===== src/rtl/region_shifter.sv =====
// rtl/region_shifter.sv - framebuffer region shift engine with configurable read latency
// Copies every pixel of a bounded region from its shifted source; vacated pixels get the fill colour.
module region_shifter #(
  parameter int X_W          = 8,
  parameter int Y_W          = 7,
  parameter int COLOUR_W     = 3,
  parameter int READ_LATENCY = 2,
  parameter int SHIFT_W      = 4
) (
  input  logic                clock,
  input  logic                reset_n,
  input  logic                start,
  input  logic [1:0]          dir,
  input  logic [SHIFT_W-1:0]  shift,
  input  logic [COLOUR_W-1:0] fillColour,
  input  logic [X_W-1:0]      lowerXBound,
  input  logic [X_W-1:0]      upperXBound,
  input  logic [Y_W-1:0]      lowerYBound,
  input  logic [Y_W-1:0]      upperYBound,
  input  logic [COLOUR_W-1:0] readColour,
  output logic [X_W-1:0]      readX,
  output logic [Y_W-1:0]      readY,
  output logic [X_W-1:0]      x,
  output logic [Y_W-1:0]      y,
  output logic [COLOUR_W-1:0] writeColour,
  output logic                writeEn,
  output logic                busy,
  output logic                done
);

  typedef enum logic [2:0] {IDLE, ISSUE, WAIT, WRITE, DONE} state_t;
  localparam int CW = $clog2(READ_LATENCY) + 1;

  state_t state, nextState;

  logic [1:0]          dirR;
  logic [SHIFT_W-1:0]  shiftR;
  logic [COLOUR_W-1:0] fillR;
  logic [X_W-1:0]      loXR, hiXR;
  logic [Y_W-1:0]      loYR, hiYR;
  logic [X_W:0]        curX, candX, candSrcX, curSrcX;
  logic [Y_W:0]        curY, candY, candSrcY, curSrcY;
  logic [CW-1:0]       waitCnt;

  logic [1:0]          eDir;
  logic [SHIFT_W-1:0]  eShift;
  logic [X_W-1:0]      eLoX, eHiX;
  logic [Y_W-1:0]      eLoY, eHiY;
  logic xAtEnd, yAtEnd, lastPix, candOob, curOob, degenerate, waitDone;

  // One extra bit so that x+shift past 2^X_W-1 and x-shift below 0 both land above any upper bound.
  function automatic logic [X_W:0] srcXOf(input logic [X_W:0] p, input logic [1:0] d,
                                          input logic [SHIFT_W-1:0] s);
    logic [X_W:0] sx;
    sx = {{(X_W+1-SHIFT_W){1'b0}}, s};
    case (d)
      2'b00:   return p + sx;
      2'b01:   return p - sx;
      default: return p;
    endcase
  endfunction

  function automatic logic [Y_W:0] srcYOf(input logic [Y_W:0] p, input logic [1:0] d,
                                          input logic [SHIFT_W-1:0] s);
    logic [Y_W:0] sy;
    sy = {{(Y_W+1-SHIFT_W){1'b0}}, s};
    case (d)
      2'b10:   return p + sy;
      2'b11:   return p - sy;
      default: return p;
    endcase
  endfunction

  always_comb begin
    eDir   = (state == IDLE) ? dir         : dirR;
    eShift = (state == IDLE) ? shift       : shiftR;
    eLoX   = (state == IDLE) ? lowerXBound : loXR;
    eHiX   = (state == IDLE) ? upperXBound : hiXR;
    eLoY   = (state == IDLE) ? lowerYBound : loYR;
    eHiY   = (state == IDLE) ? upperYBound : hiYR;

    xAtEnd  = (dirR == 2'b01) ? (curX == {1'b0, loXR}) : (curX == {1'b0, hiXR});
    yAtEnd  = (dirR == 2'b11) ? (curY == {1'b0, loYR}) : (curY == {1'b0, hiYR});
    lastPix = xAtEnd && yAtEnd;

    // Candidate = the pixel handled next: the first one from IDLE, otherwise the successor of cur.
    if (state == IDLE) begin
      candX = (dir == 2'b01) ? {1'b0, upperXBound} : {1'b0, lowerXBound};
      candY = (dir == 2'b11) ? {1'b0, upperYBound} : {1'b0, lowerYBound};
    end else if (!xAtEnd) begin
      candX = (dirR == 2'b01) ? curX - 1'b1 : curX + 1'b1;
      candY = curY;
    end else begin
      candX = (dirR == 2'b01) ? {1'b0, hiXR} : {1'b0, loXR};
      candY = (dirR == 2'b11) ? curY - 1'b1 : curY + 1'b1;
    end

    candSrcX = srcXOf(candX, eDir, eShift);
    candSrcY = srcYOf(candY, eDir, eShift);
    candOob  = (candSrcX < {1'b0, eLoX}) || (candSrcX > {1'b0, eHiX}) ||
               (candSrcY < {1'b0, eLoY}) || (candSrcY > {1'b0, eHiY});
    curSrcX  = srcXOf(curX, dirR, shiftR);
    curSrcY  = srcYOf(curY, dirR, shiftR);
    curOob   = (curSrcX < {1'b0, loXR}) || (curSrcX > {1'b0, hiXR}) ||
               (curSrcY < {1'b0, loYR}) || (curSrcY > {1'b0, hiYR});

    degenerate = (shift == '0) || (lowerXBound > upperXBound) || (lowerYBound > upperYBound);
    waitDone   = (waitCnt == CW'(READ_LATENCY - 1));
  end

  always_ff @(posedge clock or negedge reset_n) begin
    if (!reset_n) state <= IDLE;
    else          state <= nextState;
  end

  // Fill pixels go straight to WRITE, so they cost one cycle instead of a full read.
  always_comb begin
    nextState = state;
    case (state)
      IDLE:    if (start) nextState = degenerate ? DONE : (candOob ? WRITE : ISSUE);
      ISSUE:   nextState = curOob ? WRITE : WAIT;
      WAIT:    if (waitDone) nextState = WRITE;
      WRITE:   nextState = lastPix ? DONE : (candOob ? WRITE : ISSUE);
      DONE:    nextState = IDLE;
      default: nextState = IDLE;
    endcase
  end

  always_comb begin
    writeEn = (state == WRITE);
    busy    = (state == ISSUE) || (state == WAIT) || (state == WRITE);
    done    = (state == DONE);
  end

  always_ff @(posedge clock or negedge reset_n) begin
    if (!reset_n) begin
      dirR <= '0; shiftR <= '0; fillR <= '0;
      loXR <= '0; hiXR <= '0; loYR <= '0; hiYR <= '0;
      curX <= '0; curY <= '0; waitCnt <= '0;
      readX <= '0; readY <= '0;
      x <= '0; y <= '0; writeColour <= '0;
    end else begin
      case (state)
        IDLE: if (start) begin
          dirR <= dir; shiftR <= shift; fillR <= fillColour;
          loXR <= lowerXBound; hiXR <= upperXBound;
          loYR <= lowerYBound; hiYR <= upperYBound;
          curX <= candX; curY <= candY;
          if (!degenerate && candOob) begin
            x <= candX[X_W-1:0]; y <= candY[Y_W-1:0]; writeColour <= fillColour;
          end
        end
        ISSUE: begin
          waitCnt <= '0;
          if (curOob) begin
            x <= curX[X_W-1:0]; y <= curY[Y_W-1:0]; writeColour <= fillR;
          end else begin
            readX <= curSrcX[X_W-1:0]; readY <= curSrcY[Y_W-1:0];
          end
        end
        WAIT: begin
          waitCnt <= waitCnt + 1'b1;
          if (waitDone) begin
            x <= curX[X_W-1:0]; y <= curY[Y_W-1:0]; writeColour <= readColour;
          end
        end
        WRITE: if (!lastPix) begin
          curX <= candX; curY <= candY;
          if (candOob) begin
            x <= candX[X_W-1:0]; y <= candY[Y_W-1:0]; writeColour <= fillR;
          end
        end
        default: ;
      endcase
    end
  end

endmodule

===== config.mk =====
export PLATFORM = sky130hd
export DESIGN_NAME = region_shifter
export DESIGN_NICKNAME = d
export VERILOG_FILES = /design/src/rtl/region_shifter.sv
export SDC_FILE = /design/constraint.sdc
export NUM_CORES = 1
export LEC_CHECK = 0
export BUFFER_PORTS_ARGS = -buffer_cell sky130_fd_sc_hd__buf_4
export CELL_PAD_IN_SITES_DETAIL_PLACEMENT = 1
export CELL_PAD_IN_SITES_GLOBAL_PLACEMENT = 2
export CORE_UTILIZATION = 34
export DETAILED_ROUTE_END_ITERATION = 16
export GPL_TIMING_DRIVEN = 0
export HOLD_SLACK_MARGIN = 0.1
export PLACE_DENSITY_LB_ADDON = 0.15
export SYNTH_ARGS = -nofsm -noshare
export SYNTH_HDL_FRONTEND = slang
export SYNTH_SLANG_ARGS = --single-unit

===== constraint.sdc =====
create_clock -name clock -period 6.2 [get_ports clock]
set_input_delay 0.62 -clock clock [delete_from_list [all_inputs] [get_ports clock]]
set_output_delay 0.62 -clock clock [all_outputs]
set_load 0.05 [all_outputs]

==> summary.md, run 1 <==
| Metric | Value |
|---|---|
| Top achievable clock speed | 168 MHz |
| Area of the multi-input gates | 6890 sq um |
| Post-synth top area cell | dfrtp_1 |
| Cells after synthesis | 1,138 |
| Most frequent cell after synthesis | nand2_1 |
| Synth Warn # | 0 |
| Total die area | 28,800 sq um |
| Avg Vias per Cell | 5.49 |
| Clk buf depth | 2 |
| Yosys top cell area share | 24.6% |
| Crit-path max cell delay | 0.75 ns |
| First-pass GRT wire length | 57,000 um |
| Most frequent cell on the critical path | ha_1 |
| Share of flip-flops with an asynchronous set or reset | 100% |
| CP arrival | 6.20 ns |
| Worst slew margin | 27.2% |
| Main area contributors after synthesis | dfrtp_1 25%, ha_1 15%, mux2_2 6.6% |
| Worst-path fanout max | 10 |
| Max Slew Vio Count | 0 |
| Avg Inst Size Synth | 8.39 sq um |
| Fill count | 3,241 |
| Netlist cell types | 75 |
| Total grt overflow | 0 |
| Critical path buffers and inverters | 3 |
| Hold Crit Class | input port to async pin |
| Final period util | 96.1% |
| Detailed Route WL | 37,000 um |
| Die width | 170 um |
| Skew final | 0.0181 ns |
| Starting Density | 35.0% |
| I/O pin count | 81 |
| Slew @ Worst Pin | 1.08 ns |
| GR Util All Layers | 26.6% |
| Input/output buffers | 80 |
| Initial DRC Count | 404 |
| Vias in the first global route | 9,365 |
| Row count | 60 |
| CP cell instances | clkbuf_1 > nor3_1 > ha_1 > mux2i_1 > ha_1 > a21boi_0 > o21ai_0 > nand2_1 > xor2_1 > mux2_2 > ha_1 > nand3_1 > o22ai_1 > a21oi_1 > or4b_2 > a211oi_4 > o2111ai_4 > and3b_1 > a21boi_4 > buf_12 > buf_12 > mux2_4 |
| Wire per inst | 22.6 um |
| Syn_nets | 1,299 |
| Reg2reg end | x[6] |
| Synth Flop Type | dfrtp_1 |
| Via count | 8,979 |
| Placeable Area | 27,300 sq um |
| Clock root cell | clkbuf_16 |
| Setup crit end kind | flop |
| Storage cell area | 2350 sq um |
| CP top delay family | simple AND/OR/NAND/NOR gates |
| Routed met2 length | 18,100 um |
| Largest net degree at the start of global routing | 95 |
| Sequential area share after synthesis | 24.6% |
| FF-to-FF Start | shiftR[2] |
| Cell area after synthesis | 9550 sq um |
| Met3 WL | 1110 um |
| Fin nets | 1,420 |
| First drt pass iteration count | 4 |
| Gpl congestion | 0.877 |
| Status | finished clean |
| Final Hold Viols | 0 |
| Met1 wire length | 16,600 um |
| H-tree depth | 3 |
| Chip height | 170 um |
| CP Class | flop to flop |
| R2r setup slk | 0.24 ns |
| Inserted Clock Buffers | 9 |
| Seq cells post-synth | 94 |
| Clock Latency Late Sink | 0.37 ns |
| R2R cell count | 22 |
| Post-DRT Antenna Nets | 0 |
| Max Used Layer | met4 |
| Initial antenna violation count | 1 |
| Synth cell count leaders | 133 x nand2_1, 111 x ha_1, 107 x o21ai_0, 94 x dfrtp_1, 88 x a21oi_1 |
| Final Critical Period | 5.96 ns |
| CP Launch Type | flop |
| Share of layout cells above drive strength 1 | 22.3% |
| Max Cap Viol | 0 |
| Sink Count | 94 |
| WP data required | 6.44 ns |
| DPL Wire Length | 29,100 um |
| Clock transition at path regs | 0.08 ns |
| Area Overhead vs Synth | 21.2% |
| Post-synth EDFFs | 0 |
| Setup TNS | 0 ns |
| TritonCTS clock tree | yes |
| Residual DRC | 0 |
| Slowest CP cell | or4b_2 |
| Final setup fails | 0 |
==> cells in the final DEF, fill, tap and decap left out, types with 5 or more instances in the layout <==
master | netlist | final
nand2_1 | 133 | 131
buf_4 | 2 | 111
ha_1 | 111 | 108
o21ai_0 | 107 | 94
dfrtp_1 | 94 | 92
a21oi_1 | 88 | 76
inv_1 | 78 | 76
nor2_1 | 67 | 64
mux2_2 | 56 | 56
mux2i_1 | 39 | 38
xnor2_1 | 37 | 36
o21a_1 | 27 | 27
clkbuf_1 | 38 | 25
xor2_1 | 19 | 19
nor2b_1 | 18 | 18
nand3_1 | 17 | 17
nand2b_1 | 16 | 16
nand4_1 | 14 | 14
a21oi_2 | 1 | 13
a21o_1 | 13 | 13
nor3_1 | 14 | 12
a211oi_1 | 12 | 11
o21ai_1 | 2 | 10
mux2_4 | 10 | 10
buf_6 | 2 | 9
clkbuf_16 | 0 | 9
o211ai_1 | 8 | 8
and2_1 | 7 | 7
and3_1 | 6 | 6
a21boi_0 | 5 | 5
o31ai_1 | 5 | 5
a22oi_1 | 5 | 5
o21ai_2 | 0 | 5
==> metal layers <==
metal  track usage [%]  up-vias
met2              46.4      176
met3              2.61       59
met1              33.8     4455
met4              10.0        0
li1                  -     4289
met5                 0        -
==> flip-flops by register name (all words and copies together) (netlist names), 3 cells and up <==
signal / cells
curX: 9
curY: 8
fillR: 3
hiXR: 8
hiYR: 7
loXR: 8
loYR: 7
readX: 8
readY: 7
shiftR: 4
state: 3
writeColour: 3
x: 8
y: 7
==> worst max path at each step <==
stage | from | to | slack [ns] | cells after the start
floorplan | state[0] | writeColour[0] | 0.37 | 27
global placement | state[0] | y[6] | -2.00 | 27
detailed placement | state[0] | y[2] | -1.95 | 27
CTS | state[2] | y[0] | 0.03 | 28
global route | curX[1] | x[0] | -0.03 | 29
finish | shiftR[2] | x[6] | 0.24 | 22
==> metrics by stage <==
stage	util [%]	instances	setup slack (ns)	hold WS, ns	cell area [sq um]
final	42.5	1637	0.240	0.165	11600
after global routing	42.5	1636	-0.0348	0.199	11600
after CTS	41.5	1622	0.0290	0.493	11300
after detailed placement	39.0	1590	-1.95	0.483	10600
after global placement	39.0	1590	-2.00	0.468	10600
after floorplan	-	1138	0.373	0.324	9550
==> cell families after synthesis <==
family | synth area share [%]
DFF | 24.6
AOI/OAI and AO/OA | 21.0
buffers and inverters | 5.74
xor gates and xnor gates | 5.14
muxes | 12.3
adders and majority gates | 15.6
and+or+nand+nor | 15.6
==> timing repair <==
item	CTS	global route
pin swaps	13	23
gates cloned	1	0
endpoints found under the setup margin	35	27
hold buffers	0	0
gates resized for setup	57	53
setup buffers	16	15
==> layout make-up <==
class / count / area share (%)
multi-input combinational: 911 / 59.5
sequential: 94 / 20.3
timing repair buffer: 113 / 7.96
tap: 372 / 4.02
buffer: 51 / 2.72
inverter: 79 / 2.62
clock buffer: 10 / 1.98
clock inverter: 6 / 0.811
antenna: 1 / 0.0216
==> worst register-to-register path, stage by stage, from the launching register on <==
cell and delay, ns:
dfrtp_1 0.37, clkbuf_1 0.28, nor3_1 0.42, ha_1 0.33, mux2i_1 0.21, ha_1 0.29
a21boi_0 0.16, o21ai_0 0.24, nand2_1 0.10, xor2_1 0.15, mux2_2 0.31, ha_1 0.30
nand3_1 0.08, o22ai_1 0.11, a21oi_1 0.13, or4b_2 0.75, a211oi_4 0.35, o2111ai_4 0.28
and3b_1 0.30, a21boi_4 0.16, buf_12 0.13, buf_12 0.13, mux2_4 0.29
Power of run 1 is not shown: default switching activity piles up to over one toggle a cycle in this logic, so the estimate is an artifact.
==> run 2, diff against run 1 <==
--- a/config.mk
+++ b/config.mk
@@ -8,11 +8,11 @@
 export BUFFER_PORTS_ARGS = -buffer_cell sky130_fd_sc_hd__buf_4
 export CELL_PAD_IN_SITES_DETAIL_PLACEMENT = 1
 export CELL_PAD_IN_SITES_GLOBAL_PLACEMENT = 2
-export CORE_UTILIZATION = 34
+export CORE_UTILIZATION = 41
 export DETAILED_ROUTE_END_ITERATION = 16
 export GPL_TIMING_DRIVEN = 0
 export HOLD_SLACK_MARGIN = 0.1
-export PLACE_DENSITY_LB_ADDON = 0.15
+export PLACE_DENSITY_LB_ADDON = 0.05
 export SYNTH_ARGS = -nofsm -noshare
 export SYNTH_HDL_FRONTEND = slang
 export SYNTH_SLANG_ARGS = --single-unit
==> constraint.sdc (replaced) <==
create_clock -name clock -period 7.5 [get_ports clock]
set_input_delay 1.5 -clock clock [delete_from_list [all_inputs] [get_ports clock]]
set_output_delay 1.5 -clock clock [all_outputs]
set_load 0.05 [all_outputs]
==> run 2 against run 1 <==
Effect of this change: final area decreased by 5.9%; core utilization increased by 5.5 points; critical path type unchanged; cell count decreased by 7.2%.
==> summary.md, run 2 (synthesized netlist as in run 1, its figures left out) <==
| Metric | Value |
|---|---|
| Avg Vias per Cell | 5.93 (+8.1%) |
| Skew final | 0.00889 ns (-0.00922 ns) |
| Max Cap Viol | 0 (unchanged) |
| Hold Path Depth | 2 |
| Inserted Clock Buffers | 9 (unchanged) |
| Final Hold Viols | 0 (unchanged) |
| Max Slew Vio Count | 0 (unchanged) |
| Most common cell after layout, fill and taps aside | nand2_1 |
| DPL Wire Length | 28,400 um (-2.5%) |
| Status | finished clean |
| Post-DP Area | 10,500 sq um (-1.0%) |
| Worst-path fanout max | 10 (unchanged) |
| Total grt overflow | 0 (unchanged) |
| Wire per inst | 23.4 um (+3.6%) |
| Placeable Area | 22,700 sq um (-17%) |
| Worst slew margin | 36.0% (+8.8 points) |
| Most frequent cell on the critical path | a21oi_1 |
| Largest net degree at the start of global routing | 95 (unchanged) |
| RSZ-0062 raised after global routing | no |
| Post-Route Utilization | 47.9% (+5.5 points) |
| Crit-path max cell delay | 0.48 ns (-0.27 ns) |
| Top achievable clock speed | 140 MHz (-17%) |
| Clk buf depth | 2 (unchanged) |
| Input/output buffers | 80 (unchanged) |
| Hold buffers post-CTS | 0 (unchanged) |
| WP data required | 7.75 ns (+1.31 ns) |
| R2R cell count | 29 (+32%) |
| Fin nets | 1,390 (-2.1%) |
| Via count | 9,006 (+0.30%) |
| Largest register by flop count | curX |
| Number of flip-flops in the largest register | 9 (unchanged) |
| First-pass GRT wire length | 54,700 um (-4.0%) |
| Total die area | 23,900 sq um (-17%) |
| Final period util | 95.3% (-0.82 points) |
| H-tree depth | 3 (unchanged) |
| CP Launch Type | flop |
| CP top delay family | compound AO/OA/AOI/OAI gates |
| GR Util All Layers | 30.5% (+3.8 points) |
| Residual DRC | 0 (unchanged) |
| Commonest cells after routing, fill and taps aside | 132 x nand2_1, 111 x ha_1, 106 x o21ai_0 |
| Share of layout cells above drive strength 1 | 16.6% (-5.7 points) |
| Hold Crit Class | flop to flop |
| Clock transition at path regs | 0.08 ns (about the same) |
| Starting Density | 42.0% (+7.0 points) |
| Vias in the first global route | 9,351 (-0.15%) |
| Clock Latency Late Sink | 0.36 ns (about the same) |
| PostCTS Resize Cnt | 5 (-91%) |
| First drt pass iteration count | 5 (+1) |
| I/O pin count | 81 (unchanged) |
| CP arrival | 7.39 ns (+1.19 ns) |
| Clock root cell | clkbuf_16 |
| Cell depth of the worst setup path | 29 (+32%) |
| Slew @ Worst Pin | 0.961 ns (-0.121 ns) |
| Initial DRC Count | 554 (+37%) |
| CP Class | flop to flop |
| Setup crit end kind | flop |
| Slowest CP cell | a22oi_4 |
| Sink Count | 94 (unchanged) |
| Post-CTS setup buffer count | 0 (-16) |
| Detailed Route WL | 35,600 um (-3.9%) |
| Initial antenna violation count | 0 (-1) |
| Chip height | 155 um (-8.8%) |
| Final setup fails | 0 (unchanged) |
| Gpl congestion | 0.907 (+3.4%) |
| Die width | 155 um (-8.8%) |
| Post-DRT Antenna Nets | 0 (unchanged) |
| Cell area after layout | 10,900 sq um (-5.9%) |
| Final Critical Period | 7.15 ns (+1.19 ns) |
| Critical path buffers and inverters | 5 (+2) |
| TritonCTS clock tree | yes |
| Row count | 55 (-8.3%) |
| Area Overhead vs Synth | 14.0% |
| N_diodes | 0 (-1) |
[run 2: per-stage QoR]
| step | setup slack (ns) | instances | TNS, ns | hold WS [ns] |
|---|---|---|---|---|
| after floorplan | 1.60 | 1138 | 0 | 0.448 |
| after global placement | -0.908 | 1503 | -15.25 | 0.465 |
| after detailed placement | -0.838 | 1503 | -13.95 | 0.476 |
| after CTS | 0.110 | 1519 | 0 | 0.495 |
| after global routing | 0.0000320 | 1519 | 0 | 0.510 |
| final | 0.352 | 1519 | 0 | 0.489 |
[run 2: final timing paths]
kind	endpoint	slack, ns	from
worst min-delay path	readX[0]	0.49	readX[0]
worst max register to register	x[6]	0.35	curX[1]
max in group asynchronous	hiYR[0]	5.87	reset_n
worst min register to register	readX[0]	0.49	readX[0]
worst max-delay path	x[6]	0.35	curX[1]
min in group asynchronous	readX[4]	0.92	reset_n
[run 2: layer usage]
layer | routed length, um | part of all wire [%] | vias up | track usage [%]
met2 | 17500 | 49 | 257 | 53.0
met3 | 1250 | 3.5 | 59 | 2.86
met1 | 15500 | 44 | 4456 | 38.7
met4 | 1310 | 3.7 | 0 | 12.5
met5 | 0 | 0 | - | 0
li1 | - | - | 4234 | -
[run 2: cell type report]
type	instances	area, sq um
repair buffers	81	632
inverters	79	299
plain buffers	53	253
multi-input cells	911	6690
flip-flops and latches	94	2350
clock inverters	6	68.8
clock buffers	10	239
fillers	2752	11800
well taps	285	357
[run 2: worst reg2reg max path, delay by kind of cell, from the launching register on]
family / cells / cell delay, ns
adder cells (fa/ha/maj): 2 / 0.68
XOR/XNOR: 2 / 0.34
AND/OR/NAND/NOR: 6 / 1.19
AO/OA/AOI/OAI: 13 / 3.23
multiplexers: 1 / 0.30
buffers and inverters: 5 / 0.89
flip-flops: 1 / 0.40
Power of run 2 is left out for the same reason.
